`src/rtl/traffic_sched.sv`:
```
// Two-way traffic light scheduler with tick-paced phases and a flashing-yellow night mode.
// Define TRAFFIC_PED_EN to build in the pedestrian request/acknowledge logic.
module traffic_sched #(
    parameter int unsigned G_TIME    = 9,
    parameter int unsigned Y_TIME    = 3,
    parameter int unsigned PED_SHORT = 2
) (
    input  logic       clk,
    input  logic       rst,
    input  logic       tick,
    input  logic       ped_req,
    input  logic       night,
    output logic [5:0] lights,
    output logic [3:0] count,
    output logic [2:0] phase,
    output logic       ped_ack
);

    typedef enum logic [2:0] {
        NS_G  = 3'd0,
        NS_Y  = 3'd1,
        EW_G  = 3'd2,
        EW_Y  = 3'd3,
        NIGHT = 3'd4
    } state_t;

    localparam logic [3:0] G_LEN = 4'(G_TIME);
    localparam logic [3:0] Y_LEN = 4'(Y_TIME);
    localparam logic [3:0] P_LEN = 4'(PED_SHORT);

    state_t     state;
    state_t     state_nx;
    logic [3:0] count_nx;
    logic       flash;
    logic       flash_nx;
    logic [5:0] lights_nx;

`ifdef TRAFFIC_PED_EN
    logic ped_pending;
    logic served;

    // A request is served on the transition into either yellow phase.
    assign served = ped_pending && (state_nx != state) &&
                    ((state_nx == NS_Y) || (state_nx == EW_Y));

    always_ff @(posedge clk) begin
        if (rst) begin
            ped_pending <= 1'b0;
            ped_ack     <= 1'b0;
        end else begin
            ped_ack <= served;
            if (state == NIGHT)
                ped_pending <= 1'b0;
            else
                ped_pending <= ped_req | (ped_pending & ~served);
        end
    end
`else
    localparam logic ped_pending = 1'b0;
    logic unused_ped;

    assign unused_ped = ped_req;
    assign ped_ack    = 1'b0;
`endif

    always_comb begin
        state_nx = state;
        count_nx = count;
        flash_nx = flash;
        if (tick) begin
            if ((state != NIGHT) && night) begin
                state_nx = NIGHT;
                count_nx = '0;
                flash_nx = 1'b1;
            end else begin
                case (state)
                    NS_G, EW_G: begin
                        if (count == 4'd1) begin
                            state_nx = (state == NS_G) ? NS_Y : EW_Y;
                            count_nx = Y_LEN;
                        end else if (ped_pending && (count > P_LEN)) begin
                            count_nx = P_LEN;
                        end else begin
                            count_nx = count - 4'd1;
                        end
                    end
                    NS_Y, EW_Y: begin
                        if (count == 4'd1) begin
                            state_nx = (state == NS_Y) ? EW_G : NS_G;
                            count_nx = G_LEN;
                        end else begin
                            count_nx = count - 4'd1;
                        end
                    end
                    NIGHT: begin
                        if (!night) begin
                            state_nx = NS_G;
                            count_nx = G_LEN;
                            flash_nx = 1'b0;
                        end else begin
                            flash_nx = ~flash;
                        end
                    end
                    default: begin
                        state_nx = NS_G;
                        count_nx = G_LEN;
                        flash_nx = 1'b0;
                    end
                endcase
            end
        end
    end

    // Lights are decoded from the next state so the registered output matches phase.
    always_comb begin
        lights_nx = 6'b001_100;
        case (state_nx)
            NS_G:    lights_nx = 6'b001_100;
            NS_Y:    lights_nx = 6'b010_100;
            EW_G:    lights_nx = 6'b100_001;
            EW_Y:    lights_nx = 6'b100_010;
            NIGHT:   lights_nx = flash_nx ? 6'b010_010 : 6'b000_000;
            default: lights_nx = 6'b001_100;
        endcase
    end

    always_ff @(posedge clk) begin
        if (rst) begin
            state  <= NS_G;
            count  <= G_LEN;
            flash  <= 1'b0;
            lights <= 6'b001_100;
        end else begin
            state  <= state_nx;
            count  <= count_nx;
            flash  <= flash_nx;
            lights <= lights_nx;
        end
    end

    assign phase = state;

endmodule

```
`config.mk`:
```
export PLATFORM = sky130hd
export DESIGN_NAME = traffic_sched
export DESIGN_NICKNAME = d
export VERILOG_FILES = /design/src/rtl/traffic_sched.sv
export SDC_FILE = /design/constraint.sdc
export NUM_CORES = 1
export LEC_CHECK = 0
export CORE_MARGIN = 3
export CORE_UTILIZATION = 45
export CTS_BUF_LIST = sky130_fd_sc_hd__clkbuf_8
export DETAILED_ROUTE_END_ITERATION = 7
export GPL_ROUTABILITY_DRIVEN = 0
export PLACE_DENSITY_LB_ADDON = 0.05
export SETUP_SLACK_MARGIN = 0.4
export SYNTH_ARGS = -nofsm -noshare
export SYNTH_HDL_FRONTEND = slang
export SYNTH_SLANG_ARGS = --single-unit
```
`constraint.sdc`:
```
create_clock -name clk -period 1.9 [get_ports clk]
set_input_delay 0.285 -clock clk [delete_from_list [all_inputs] [get_ports clk]]
set_output_delay 0.285 -clock clk [all_outputs]
set_load 0.1 [all_outputs]
```
==> run metrics <==
floorplan die width 48.0 µm; Die Area 0.00230 mm²; CP top delay family simple AND/OR/NAND/NOR gates; post-synth net total between 90 and 100; Async S/R FF share, synth 0%; cell count along the critical path 6; RSZ-0062 raised after global routing yes; area share of the largest cell type after synthesis a little over a third; Yosys top cell by area dfxtp_1; Synth cell types 44; crit path time final 1.54 ns; worst path bufs/invs 1; Hold WS 0.479 ns; critical path type flip-flop to flip-flop; most frequent cell after synthesis dfxtp_1; final hold violations 0; Inserted Diodes 0; starting density of the core 50.2%; 1st-pass router iterations 4; GRT Util Overall 18.2%; Post-synth EDFFs 0; Avg Cell Area, Syn 9.21 µm²; commonest cells in the netlist dfxtp_1 (14), nand2_1 (7), nor2_1 (6), nor2b_1 (5), a21oi_1 (4); share of cells above drive strength 1 45.5%; 1st-iter DRT viols 24; slack of the worst reg-to-reg path ~0.36 ns; slowest stage cell, crit path or3b_4; routed via count 709; core area between 0.0015 and 0.002 mm²; Clock Tree Buf Depth 2; fmax 648 MHz; Pleak around 0.00046 µW; maxcap violations 0; worst vdd ir 0.760 mV; worst slack, placed 0.148 ns; status completed; initial antenna violation count 0; Final WS setup 0.356 ns; CTS tree built; vias in the first global route 619; DRT antenna net count 0; Worst Reg-to-Reg Cells 6; Yosys reg bits 14; setup tns final 0 ns; worst-path cell chain inv_4 > ha_4 > or3b_4 > mux2i_4 > o2111ai_2 > mux2i_1; CP max FO 4; Avg Vias per Cell 5.63; Final setup viols 0; H-Tree Depth 1; gr ovfl total 0; Post-layout nets approximately 120; synth top area cells dfxtp_1 (35%), nor2b_1 (3.9%), mux2i_1 (3.8%), nand2_1 (3.3%), ha_1 (3.2%); Worst path max stage delay around 0.4 ns; worst hold stages 2; global-route wire length before repair roughly 2800 µm; crit path launch type flip-flop; Top FF cell, synth dfxtp_1; Seq/Total Area, Yosys 35.4%; Synth warnings 0; mapped cell area 792 µm²; io pins 19; largest net degree at the start of global routing 17; Synth Instances between 80 and 90; hold crit path type flip-flop to flip-flop; Worst-path clk slew 0.06 ns; root buffer cell clkbuf_8; Final Cycle Share 81.3%; I/O Buffers 16; Power Density between 700 and 800 mW/mm²; CP Capture Type flip-flop; drt total wl 1770 µm; clock net sink count 14; worst path arrival time 1.68 ns; FP Rows 14; Pins Over Slew Limit 0; Layout area overhead 38.5%; Num CTS Buffers 3; drt wl/cell 14.1 µm; DP HPWL 1230 µm; drt drc 0; Critical Path RT 2.03 ns; later-pin clock latency in the skew report 0.25 ns; Die Ht about 48 µm; Clock Skews 0.00358 ns
final timing paths:
kind                  from        end
setup reg to reg  count[1]  lights[3]
setup / recovery  count[1]  lights[3]
hold / removal       flash      flash
hold reg to reg      flash      flash
where the power goes:
group          switching, µW  total (µW)  internal [µW]
clock                    109         293            184
combinational            167         250           83.4
sequential              17.3         324            306
total                    293         866            573
stage by stage:
step	instances	util, %	total power (µW)	area, µm²
floorplan	86	-	519	838
global placement	117	62.5	564	985
detailed placement	117	62.5	566	985
CTS	126	69.4	877	1090
global route	126	69.6	908	1100
finish	126	69.6	866	1100
timing repair:
item	in CTS	in global routing
pin swaps	2	1
hold buffers	0	0
setup buffers	5	0
endpoints found under the setup margin	6	8
gates resized for setup	3	2
final cells by class:
type	count	area, µm²
fill	127	479
tap	16	20.0
sequential	14	302
inverter	3	13.8
multi-input combinational	64	509
timing repair buffer	25	198
clock buffer	4	55.1
cell usage in the layout, fill, tap and decap left out, types with 3 or more instances in the layout:
cell type and n:
a21oi_1 4, nand2_1 7, clkbuf_8 4, buf_4 22, dfxtp_4 5, nor2b_1 5
o21ai_1 3, dfxtp_1 7, nor2_1 6
worst register-to-register path: stages, from the launching register on:
cell,delay (ns)
dfxtp_4,0.35
inv_4,0.06
ha_4,0.12
or3b_4,0.40
mux2i_4,0.21
o2111ai_2,0.14
mux2i_1,0.14
logic make-up after synthesis:
group                    Yosys count  share of synthesized area (%)
AND/OR/NAND/NOR                   35                           29.1
AO/OA/AOI/OAI                     21                           18.8
flip-flops                        14                           35.4
buffers and inverters              8                           5.37
multiplexers                       4                           6.64
adder cells (fa/ha/maj)            2                           3.16
other                              1                          0.473
XOR/XNOR                           1                           1.11
layer usage:
metal,global-route usage [%],part of all wire [%],vias up,wire length (µm)
met1,24.4,47,323,837
met4,9.68,2.3,0,40
met5,0,0,-,0
met3,5.64,6.5,4,116
li1,-,-,357,-
met2,25.9,44,25,778
state kept, by name, summed over array words and instances (netlist names):
register / cells
count: 4
lights: 6
phase: 3
flash: 1
Power figures use the tool's default switching activity.
